`src/rtl/fetch_controller_if.sv`:
```
// Fetch bus bundle: memory address/data, redirect request and the decode
// valid/ready handshake. master = fetch controller, slave = memory/decode side.
interface fetch_controller_if #(
  parameter int ADDR_W = 10,
  parameter int DATA_W = 32
);
  logic [ADDR_W-1:0] mem_addr;
  logic [DATA_W-1:0] mem_rdata;
  logic              redirect_valid;
  logic [ADDR_W-1:0] redirect_pc;
  logic              out_valid;
  logic              out_ready;
  logic [DATA_W-1:0] out_instr;
  logic [ADDR_W-1:0] out_pc;

  modport master (
    output mem_addr, out_valid, out_instr, out_pc,
    input  mem_rdata, redirect_valid, redirect_pc, out_ready
  );

  modport slave (
    input  mem_addr, out_valid, out_instr, out_pc,
    output mem_rdata, redirect_valid, redirect_pc, out_ready
  );
endinterface

```
`src/rtl/fetch_controller.sv`:
```
// Instruction fetch sequencer for a synchronous-read instruction memory.
// Issues one word address per cycle under a 2-entry credit, captures the
// returned word a cycle later into a 2-deep FIFO, and hands words to decode
// over valid/ready. Redirects flush and retarget; HALT_WORD stops fetching.
module fetch_controller #(
  parameter int                 ADDR_W    = 10,
  parameter int                 DATA_W    = 32,
  parameter logic [ADDR_W-1:0]  RESET_PC  = '0,
  parameter logic [DATA_W-1:0]  HALT_WORD = '1
) (
  input  logic               clk,
  input  logic               reset,
  input  logic               start,
  fetch_controller_if.master bus,
  output logic               busy,
  output logic               halted
);

  typedef enum logic [1:0] {IDLE, FETCH, DRAIN, HALT} state_t;

  state_t            state, state_nxt;
  logic [ADDR_W-1:0] fetch_pc;
  logic              inflight;
  logic [ADDR_W-1:0] inflight_pc;

  logic [1:0][DATA_W-1:0] fifo_instr;
  logic [1:0][ADDR_W-1:0] fifo_pc;
  logic                   rd_ptr, wr_ptr;
  logic [1:0]             count;

  logic pop, push, ret_live, halt_hit, issue_en, flush, restart;

  assign bus.out_valid = (count != 2'd0);
  assign bus.out_instr = fifo_instr[rd_ptr];
  assign bus.out_pc    = fifo_pc[rd_ptr];
  assign bus.mem_addr  = fetch_pc;
  assign busy          = (state == FETCH) || (state == DRAIN);
  assign halted        = (state == HALT);

  // Handshake, return-path qualification and the issue credit.
  // A redirect in the same cycle as a return wins, so that word is dropped.
  always_comb begin
    pop      = bus.out_valid && bus.out_ready;
    ret_live = inflight && (state == FETCH) && !bus.redirect_valid;
    halt_hit = ret_live && (bus.mem_rdata == HALT_WORD);
    push     = ret_live && !halt_hit;
    issue_en = (state == FETCH) && !bus.redirect_valid &&
               ((({1'b0, count} + {2'b00, inflight}) < 3'd2) || pop);
    flush    = bus.redirect_valid && busy;
    restart  = start && ((state == IDLE) || (state == HALT));
  end

  // Next-state logic: redirect > halt detection > start.
  always_comb begin
    state_nxt = state;
    case (state)
      IDLE:    if (start) state_nxt = FETCH;
      FETCH:   if (!bus.redirect_valid && halt_hit) state_nxt = DRAIN;
      DRAIN: begin
        if (bus.redirect_valid)                 state_nxt = FETCH;
        else if ((count - 2'(pop)) == 2'd0)     state_nxt = HALT;
      end
      HALT:    if (start) state_nxt = FETCH;
      default: state_nxt = IDLE;
    endcase
  end

  // State register.
  always_ff @(posedge clk) begin
    if (reset) state <= IDLE;
    else       state <= state_nxt;
  end

  // Fetch PC and in-flight tracking; the memory has no enable, so only
  // cycles with issue_en count as real fetches.
  always_ff @(posedge clk) begin
    if (reset) begin
      fetch_pc    <= RESET_PC;
      inflight    <= 1'b0;
      inflight_pc <= '0;
    end else begin
      inflight <= issue_en;
      if (issue_en) inflight_pc <= fetch_pc;
      if (restart)       fetch_pc <= RESET_PC;
      else if (flush)    fetch_pc <= bus.redirect_pc & ~ADDR_W'(3);
      else if (issue_en) fetch_pc <= fetch_pc + ADDR_W'(4);
    end
  end

  // Two-entry output FIFO; push and pop may coincide at any occupancy.
  always_ff @(posedge clk) begin
    if (reset) begin
      fifo_instr <= '0;
      fifo_pc    <= '0;
      rd_ptr     <= 1'b0;
      wr_ptr     <= 1'b0;
      count      <= 2'd0;
    end else if (flush) begin
      rd_ptr <= 1'b0;
      wr_ptr <= 1'b0;
      count  <= 2'd0;
    end else begin
      if (push) begin
        fifo_instr[wr_ptr] <= bus.mem_rdata;
        fifo_pc[wr_ptr]    <= inflight_pc;
        wr_ptr             <= ~wr_ptr;
      end
      if (pop) rd_ptr <= ~rd_ptr;
      count <= count + 2'(push) - 2'(pop);
    end
  end

endmodule

```
`src/flat_wrapper.sv`:
```
// flat-port wrapper written by rule: the top's interface ports become plain ports
module fetch_controller_flat 
#(
  parameter int                 ADDR_W    = 10,
  parameter int                 DATA_W    = 32,
  parameter logic [ADDR_W-1:0]  RESET_PC  = '0,
  parameter logic [DATA_W-1:0]  HALT_WORD = '1
)
  (clk, reset, start, busy, halted, bus_mem_addr, bus_out_valid, bus_out_instr, bus_out_pc, bus_mem_rdata, bus_redirect_valid, bus_redirect_pc, bus_out_ready);
  fetch_controller_if #(.ADDR_W(ADDR_W), .DATA_W(DATA_W)) bus_i ();
  input  logic clk;
  input  logic reset;
  input  logic start;
  output logic busy;
  output logic halted;
  output wire logic [$bits(bus_i.mem_addr)-1:0] bus_mem_addr;
  output wire logic [$bits(bus_i.out_valid)-1:0] bus_out_valid;
  output wire logic [$bits(bus_i.out_instr)-1:0] bus_out_instr;
  output wire logic [$bits(bus_i.out_pc)-1:0] bus_out_pc;
  input wire logic [$bits(bus_i.mem_rdata)-1:0] bus_mem_rdata;
  input wire logic [$bits(bus_i.redirect_valid)-1:0] bus_redirect_valid;
  input wire logic [$bits(bus_i.redirect_pc)-1:0] bus_redirect_pc;
  input wire logic [$bits(bus_i.out_ready)-1:0] bus_out_ready;
  assign bus_mem_addr = bus_i.mem_addr;
  assign bus_out_valid = bus_i.out_valid;
  assign bus_out_instr = bus_i.out_instr;
  assign bus_out_pc = bus_i.out_pc;
  assign bus_i.mem_rdata = bus_mem_rdata;
  assign bus_i.redirect_valid = bus_redirect_valid;
  assign bus_i.redirect_pc = bus_redirect_pc;
  assign bus_i.out_ready = bus_out_ready;
  fetch_controller #(.ADDR_W(ADDR_W), .DATA_W(DATA_W), .RESET_PC(RESET_PC), .HALT_WORD(HALT_WORD)) u_core (.clk(clk), .reset(reset), .start(start), .bus(bus_i), .busy(busy), .halted(halted));
endmodule
```
`config.mk`:
```
export PLATFORM = sky130hd
export DESIGN_NAME = fetch_controller_flat
export DESIGN_NICKNAME = d
export VERILOG_FILES = /design/src/rtl/fetch_controller_if.sv /design/src/rtl/fetch_controller.sv /design/src/flat_wrapper.sv
export SDC_FILE = /design/constraint.sdc
export NUM_CORES = 1
export LEC_CHECK = 0
export BUFFER_PORTS_ARGS = -buffer_cell sky130_fd_sc_hd__buf_2
export CAP_MARGIN = 5
export CORE_ASPECT_RATIO = 1.2
export CORE_MARGIN = 8
export CORE_UTILIZATION = 58
export CTS_CLUSTER_SIZE = 30
export DETAILED_ROUTE_END_ITERATION = 8
export PLACE_DENSITY = 0.84
export SLEW_MARGIN = 0
export SYNTH_ARGS = -nofsm -noshare
export SYNTH_HDL_FRONTEND = slang
export SYNTH_SLANG_ARGS = --single-unit
```
`constraint.sdc`:
```
create_clock -name clk -period 6.1 [get_ports clk]
set_input_delay 1.22 -clock clk [delete_from_list [all_inputs] [get_ports clk]]
set_output_delay 1.22 -clock clk [all_outputs]
set_load 0.02 [all_outputs]
```
# Word-level counts from Yosys, hierarchy flattened
# Cells that the tools add are included.
word_totals:
  reg_bits: 111
  latchBits: 0
  ram_bits: 0
  mem_bits_ro: 0
  inputBits: 47
  wordCells: 74
  memories: 0
classes:
  addsub: 5
  multipliers: 0
  n_div: 0
  magnitude_cmp: 4
  eq_ne: 7
  n_shift: 0
  muxes: 17
  n_bitwise: 3
  n_reduce_logical: 26
op_table:
  columns: ["cell", "n"]
  rows:
  - ["two-way mux 32 bit", 3]
  - ["bitwise mux 64 bit", 1]
  - ["two-way mux 10 bit", 5]
  - ["demux 32 bit (select 1 bit)", 1]
  - ["== test 32 bit (second input constant)", 1]
  - ["bitwise mux 20 bit", 1]
  - ["logical AND 1 bit", 11]
  - ["adder 10 x 3 -> 10 bit (second input constant)", 1]
  - ["demux 10 bit (select 1 bit)", 1]
  - ["two-way mux 2 bit", 4]
  - ["case mux 2 bit (3 select lines)", 1]
  - ["OR reduction 2 bit", 3]
  - ["== test 2 bit (second input constant)", 2]
  - ["logical NOT 2 bit", 2]
  - ["< comparator 1 x 2 -> 1 bit (second input constant)", 2]
  - ["nonzero test 2 bit", 2]
  - ["subtractor 2 x 1 -> 2 bit", 2]
  - ["adder 2 x 1 -> 3 bit", 1]
  - ["logical OR 1 bit", 3]
  - ["< comparator 3 x 2 -> 1 bit (second input constant)", 1]
  - ["inequality test 3 bit (second input constant)", 1]
  - ["NOT 1 bit", 3]
  - ["AND reduction 3 bit", 1]
  - ["OR reduction 3 bit", 1]
  - ["7 further kinds", 8]

# Depth between registers and ports, before layout
# Gate-level depths: netlist (run 1).
logic_depth:
  word_depth: 8
  ltp_mapped: 8

# Worst setup path after synthesis (run 1)
# OpenSTA, ideal clock, no wires.
synth_timing:
  path_kind: "input to register"
  startpoint: "input bus_out_ready"
  endpoint: "register u_core.state[1]"
  setup_time_ns: 0.123
  t_arrival_ns: 2.416
  path_slack_ns: 3.560
  path_stages: 7
  n_path_buf: 0
  path_cell_list: "and2_1 -> ha_1 -> xnor2_1 -> a21o_1 -> o21ai_0 -> a21oi_1 -> mux2_1"
synth_via:
  elab_chain_len: 5
synth_lines:
  columns: ["element", "line", "rtl"]
  rows:
  - ["start, declared", "flat_wrapper.sv:23", "input wire logic [$bits(bus_i.out_ready)-1:0] bus_out_ready;"]
  - ["logical AND 1 bit", "fetch_controller.sv:43", "pop = bus.out_valid && bus.out_ready;"]
  - ["subtractor 2 x 1 -> 2 bit", "fetch_controller.sv:61", "else if ((count - 2'(pop)) == 2'd0) state_nxt = HALT;"]
  - ["logical NOT 2 bit", "fetch_controller.sv:61", null]
  - ["inequality test 3 bit (no source line)", null, null]
  - ["AND reduction 3 bit (no source line)", null, null]
  - ["end signal, assigned", "fetch_controller.sv:71", "else state <= state_nxt;"]
  - ["end, declared", "fetch_controller.sv:21", "state_t state, state_nxt;"]
# Every way passes these cells.
# A chain may end at the register's enable or synchronous reset.

# Worst setup path in the final report (run 1)
layout_timing:
  startpoint: "input bus_redirect_valid"
  endpoint: "register u_core.fifo_instr[17] (netlist name)"
layout_via:
  elab_chain_len: 6
  elab_cells_between_ends: 8
layout_lines:
  columns: ["element", "line", "rtl"]
  rows:
  - ["start, declared", "flat_wrapper.sv:21", "input wire logic [$bits(bus_i.redirect_valid)-1:0] bus_redirect_valid;"]
  - ["logical NOT 1 bit", "fetch_controller.sv:44", "ret_live = inflight && (state == FETCH) && !bus.redirect_valid;"]
  - ["logical AND 1 bit", "fetch_controller.sv:44", null]
  - ["logical AND 1 bit", "fetch_controller.sv:45", "halt_hit = ret_live && (bus.mem_rdata == HALT_WORD);"]
  - ["logical NOT 1 bit", "fetch_controller.sv:46", "push = ret_live && !halt_hit;"]
  - ["logical AND 1 bit", "fetch_controller.sv:46", null]
  - ["AND reduction 2 bit (no source line) (*)", null, null]
  - ["end signal, assigned by index", "fetch_controller.sv:104", "fifo_instr[wr_ptr] <= bus.mem_rdata;"]
  - ["end, declared", "fetch_controller.sv:26", "logic [1:0][DATA_W-1:0] fifo_instr;"]
# Every way passes the cells marked *; elsewhere a longest branch is shown, timed or not.

==> results of run 1 <==
## worst max path at each step
stage	start	endpoint	slack, ns	cells past startpoint
5_1_grt	bus_redirect_valid	u_core.fifo_instr[3]	2.63	7
4_1_cts	bus_redirect_valid	u_core.fifo_instr[17]	2.78	7
3_5_place_dp	bus_redirect_valid	u_core.fifo_instr[17]	2.41	7
2_1_floorplan	bus_out_ready	u_core.state[1]	3.56	7
6_report	bus_redirect_valid	u_core.fifo_instr[17]	2.78	7
3_3_place_gp	bus_redirect_valid	u_core.fifo_instr[8]	2.45	7
## synth_stat cells (3+ instances only)
library cell / number / area, um2
buf_4: 8 / 60.1
inv_1: 5 / 18.8
nand2_1: 21 / 78.8
xor2_1: 6 / 52.6
mux2_2: 40 / 450
nand4_1: 12 / 75.1
buf_6: 4 / 45.0
clkbuf_1: 15 / 56.3
mux2i_1: 80 / 801
nor3_1: 4 / 20.0
nor2_1: 89 / 334
a21oi_1: 16 / 80.1
a211oi_1: 6 / 45.0
dfxtp_1: 103 / 2060
xnor2_1: 4 / 35.0
ha_1: 6 / 75.1
buf_1: 3 / 11.3
or2_2: 3 / 18.8
o21ai_0: 3 / 15.0
## per-layer routing
metal,part of all wire,track usage
met5,0,0
met4,0.0097,0.0526
met3,0.062,0.0450
met2,0.50,0.321
met1,0.43,0.230
## power breakdown
group          internal [mW]  switching [mW]  total [mW]  leakage [nW]
sequential             0.698          0.0361       0.734         0.831
clock                  0.166           0.242       0.409        0.0956
combinational         0.0890           0.141       0.230          1.18
total                  0.953           0.419        1.37          2.11
## cells by family (layout without fill, tap and decap cells)
| group | after synthesis | count (layout) | synth area share |
|---|---|---|---|
| AOI/OAI and AO/OA | 32 | 32 | 0.0443 |
| buffers and inverters | 36 | 119 | 0.0435 |
| muxes | 121 | 121 | 0.279 |
| other | 1 | 4 | 0.000830 |
| xor gates and xnor gates | 10 | 10 | 0.0194 |
| and+or+nand+nor | 141 | 141 | 0.140 |
| DFF | 103 | 103 | 0.456 |
| adders and majority gates | 6 | 6 | 0.0166 |
## cell type report
type,instances,area [um2]
Clock buffer,10,138
Clock inverter,6,50.0
Fill cell,595,2440
Inverter,5,18.8
Multi-Input combinational cell,314,2290
Sequential cell,103,2060
Tap cell,92,115
Timing Repair Buffer,98,510
## critical path: cells and delay by family
family | cells | cell delay, ns
AND/OR/NAND/NOR | 3 | 0.45
multiplexers | 1 | 0.26
buffers and inverters | 2 | 0.66
AO/OA/AOI/OAI | 1 | 0.94
## registers in the layout (all words and copies together) (netlist names)
signal               flops
u_core.bus.mem_addr      8
u_core.count             2
u_core.fifo_instr       64
u_core.fifo_pc          16
u_core.inflight          1
u_core.inflight_pc       8
u_core.rd_ptr            1
u_core.state             2
u_core.wr_ptr            1
## stage by stage
| stage | util | std cells |
|---|---|---|
| final | 0.680 | 628 |
| after floorplan | - | 453 |
| after global placement | 0.656 | 612 |
| after detailed placement | 0.656 | 612 |
| after CTS | 0.680 | 628 |
| after global routing | 0.680 | 628 |
==> flow_metrics.env, run 1 <==
export IMPL_final_area_um2=5180
export IMPL_slew_headroom=0.184
export IMPL_rsz0062_at_grt="no"
export IMPL_holdPathStages=2
export IMPL_post_cts_setup_buffers=0
export IMPL_maxCapViolCount=0
export IMPL_row_count=35
export IMPL_r2r_end="u_core.fifo_instr[58]"
export IMPL_setup_ws_ns=2.78
export IMPL_cts_hold_buf=0
export IMPL_min_to="u_core.inflight_pc[9]"
export IMPL_synth_edf_count=0
export IMPL_final_cell_mix="102 x dfxtp_1, 95 x buf_2, 89 x nor2_1"
export IMPL_place_area_um2=5000
export IMPL_grt_pass1_vias=3501
export IMPL_drcViolationCount=0
export IMPL_max_freq_mhz=301
export IMPL_synthCells=450
export IMPL_cpPeakStageDelay_ns=0.94
export IMPL_skew_ns=0.0106
export IMPL_wl_um=10100
export IMPL_die_area_um2=10900
export IMPL_drive_gt1_frac=0.302
export IMPL_syn_cell_area_um2=4520
export IMPL_synth_cell_types=35
export IMPL_vdd_drop_max_v=0.000183
export IMPL_antenna_left=0
export IMPL_antenna_found_initial=0
export IMPL_worst_pin_slew_ns=1.22
export IMPL_diodes=0
export IMPL_grt_max_degree=51
export IMPL_cts_resized=0
export IMPL_r2r_slack_ns=2.93
export IMPL_setup_viol=0
export IMPL_gr_total_overflow=0
export IMPL_clkTransAtPathRegs_ns=0.10
export IMPL_leakage_nw=2.11
export IMPL_synth_main_ff_cell="dfxtp_1"
export IMPL_outcome="completed"
export IMPL_synth_seq_cells=103
export IMPL_pre_cts_ws_ns=2.41
export IMPL_ys_warn_count=0
export IMPL_reg2regPathDepth=8
export IMPL_cts_buffer_depth=2
export IMPL_dieHeight_um=113
export IMPL_vias=3464
export IMPL_synthToLayoutAreaGrowth_pct=14.7
export IMPL_grt_total_usage=0.190
export IMPL_period_share=0.544
export IMPL_dp_final_hpwl_um=7050
export IMPL_dr_pass1_iters=5
export IMPL_crit_arrival_ns=3.57
export IMPL_io_buffer_count=95
export IMPL_crit_required_ns=6.35
export IMPL_ys_async_sr_fraction=0
export IMPL_routedWlPerCell_um=16.1
export IMPL_syn_avg_cell_area_um2=10.0
export IMPL_htreeDepth=3
export IMPL_cp_start_kind="primary input"
export IMPL_finalHoldViolCount=0
export IMPL_clkLatencyLatePin_ns=0.37
export IMPL_nets=584
export IMPL_min_delay_start="u_core.inflight_pc[9]"
export IMPL_pin_count=102
export IMPL_crit_chain="buf_2 -> and2b_1 -> nand2_1 -> a211oi_4 -> buf_4 -> mux2i_1 -> nor2_1"
export IMPL_critPathSlowestCell="a211oi_4"
export IMPL_min_delay_path_class="reg2reg"
export IMPL_critical_path_class="in2reg"
export IMPL_timing_hold_ws_ns=0.484
export IMPL_coreArea_um2=7620
export IMPL_slew_violations=0
export IMPL_cts_root_buffer="clkbuf_8"
export IMPL_initial_core_util=0.593
export IMPL_end_kind="register"
export IMPL_post_drt_via_cell_ratio=5.52
export IMPL_gp_congestion=0.843
export IMPL_fin_setup_tns_ns=0
export IMPL_power_density_nw_per_um2=265
export IMPL_r2r_start="u_core.state[0]"
export IMPL_final_common_cell="dfxtp_1"
export IMPL_total_power_mw=1.37
export IMPL_cts_buffers=9
export IMPL_crit_fanout=24
export IMPL_grt_pass1_wl_um=16600
export IMPL_synth_seq_area_share=0.456
export IMPL_cts_sinks=103
export IMPL_drt_iter0_drc=108
export IMPL_cts_tree="yes"
export IMPL_die_x_um=96.6
export IMPL_period_minus_slack_ns=3.32
(Power assumes the default switching activity.)
==> inputs of run 2 (changes only) <==
Settings changed: CORE_UTILIZATION 58 to 49, PLACE_DENSITY 0.84 to 0.75.
Clock period 6.1 ns to 2.7 ns, I/O delays scaled along.
==> run 2 against run 1 <==
  * Critical endpoint is now bus_out_instr[9]
  * Clock power up 130%
  * Critical path type is now reg2out
  * Worst setup slack lost 2.4 ns
  * Final area rose by 1.4%
  * Global-route usage decreased by 2.8 points
  * Combinational power up 140%
  * Largest power group unchanged
  * Die area rose by 15%
  * Register-to-register slack lost 2.4 ns
==> flow_metrics.env, run 2 (synthesized netlist as in run 1, its figures left out) <==
export IMPL_drcViolationCount=0
export IMPL_diodes=0
export IMPL_slew_headroom=0.462
export IMPL_skew_ns=0.00853
export IMPL_row_count=38
export IMPL_grt_max_degree=51
export IMPL_cts_hold_buf=0
export IMPL_utilization=0.582
export IMPL_cp_start_kind="register"
export IMPL_largest_reg_flops=64
export IMPL_leakage_nw=2.13
export IMPL_outcome="completed"
export IMPL_cts_buffer_depth=2
export IMPL_dr_pass1_iters=5
export IMPL_critical_path_class="reg2out"
export IMPL_crit_chain="buf_12 -> mux2_2 -> buf_2"
export IMPL_grt_pass1_wl_um=17000
export IMPL_cts_buffers=9
export IMPL_synthToLayoutAreaGrowth_pct=16.3
export IMPL_period_share=0.870
export IMPL_die_x_um=104
export IMPL_clkLatencyLatePin_ns=0.36
export IMPL_min_delay_path_class="in2reg"
export IMPL_final_common_cell="dfxtp_1"
export IMPL_crit_fanout=25
export IMPL_coreArea_um2=9030
export IMPL_dieHeight_um=121
export IMPL_wl_um=9970
export IMPL_routedWlPerCell_um=15.1
export IMPL_reg_top3="u_core.fifo_instr x64, u_core.fifo_pc x16"
export IMPL_setup_viol=0
export IMPL_max_freq_mhz=425
export IMPL_gr_total_overflow=0
export IMPL_regMostFlops="u_core.fifo_instr"
export IMPL_die_area_um2=12600
export IMPL_nets=589
export IMPL_io_buffer_count=95
export IMPL_worst_pin_slew_ns=0.801
export IMPL_critPathSlowestCell="dfxtp_2"
export IMPL_antenna_left=0
export IMPL_power_density_nw_per_um2=592
export IMPL_vias=3413
export IMPL_crit_arrival_ns=1.81
export IMPL_slew_violations=0
export IMPL_cts_resized=0
export IMPL_drt_iter0_drc=159
export IMPL_post_cts_setup_buffers=0
export IMPL_drive_gt1_frac=0.309
export IMPL_finalHoldViolCount=0
export IMPL_cts_root_buffer="clkbuf_8"
export IMPL_rsz0062_at_grt="no"
export IMPL_gp_congestion=0.801
export IMPL_fillers=810
export IMPL_end_kind="output pin"
export IMPL_crit_required_ns=2.16
export IMPL_vdd_drop_max_v=0.000375
export IMPL_final_cell_mix="102 x dfxtp_1, 95 x buf_2, 89 x nor2_1"
export IMPL_antenna_found_initial=0
export IMPL_initial_core_util=0.500
export IMPL_dp_final_hpwl_um=7170
export IMPL_htreeDepth=3
export IMPL_cts_tree="yes"
export IMPL_maxCapViolCount=0
export IMPL_total_power_mw=3.11
export IMPL_grt_pass1_vias=3539
export IMPL_post_drt_via_cell_ratio=5.16
export IMPL_fin_setup_tns_ns=0
export IMPL_grt_total_usage=0.162
export IMPL_cpPeakStageDelay_ns=0.66
export IMPL_pin_count=102
export IMPL_period_minus_slack_ns=2.35
export IMPL_clkTransAtPathRegs_ns=0.10
export IMPL_cts_sinks=103
[run 2: changes by cell type in the layout (fill, tap and decap cells not counted), sizes merged]
cell / change
clkinv: +2
buf: +5
clkinvlp: -1
inv: -1
[run 2: metrics by stage]
step | cell area (um2) | cells | hold WS, ns | setup WS, ns
4_1_cts | 5260 | 661 | 0.408 | 0.333
6_report | 5260 | 661 | 0.416 | 0.350
3_5_place_dp | 5070 | 645 | 0.466 | 0.430
3_3_place_gp | 5070 | 645 | 0.462 | 0.460
5_1_grt | 5260 | 661 | 0.415 | 0.268
2_1_floorplan | 4530 | 453 | 0.449 | 0.663
[run 2: report_power, final]
group          switching, mW  internal, mW  total (mW)  leakage (nW)
registers             0.0693          1.58        1.65         0.831
logic                  0.331         0.212       0.543          1.20
clock network          0.546         0.376       0.922        0.0992
total                  0.947          2.17        3.11          2.13
[run 2: final cells by class]
type                            count  area, um2  area share
Multi-Input combinational cell    314       2290       0.435
Sequential cell                   103       2060       0.392
Timing Repair Buffer              103        548       0.104
Tap cell                          120        150      0.0286
Clock buffer                       10        138      0.0262
Clock inverter                      6       51.3     0.00976
Inverter                            5       18.8     0.00357
[run 2: final timing paths]
| check | from | depth (start not counted) | slack, ns | endpoint |
|---|---|---|---|---|
| worst max-delay path | u_core.rd_ptr | 3 | 0.35 | bus_out_instr[9] |
| worst min-delay path | reset | 2 | 0.42 | u_core.state[0] |
| worst max register to register | u_core.state[0] | 8 | 0.55 | u_core.fifo_instr[50] |
| worst min register to register | u_core.inflight_pc[3] | 2 | 0.48 | u_core.inflight_pc[3] |
[run 2: per-layer routing]
| layer | track usage | vias up | routed length (um) |
|---|---|---|---|
| met2 | 0.268 | 100 | 4650 |
| met5 | 0 | - | 0 |
| met3 | 0.0446 | 9 | 577 |
| met1 | 0.201 | 1604 | 4630 |
| li1 | - | 1700 | - |
| met4 | 0.0481 | 0 | 110 |
[run 2: critical path: cells and delay by family, from the launching register on]
kind / cells / cell delay [ns]
flops: 1 / 0.66
buf+inv: 2 / 0.42
mux: 1 / 0.37
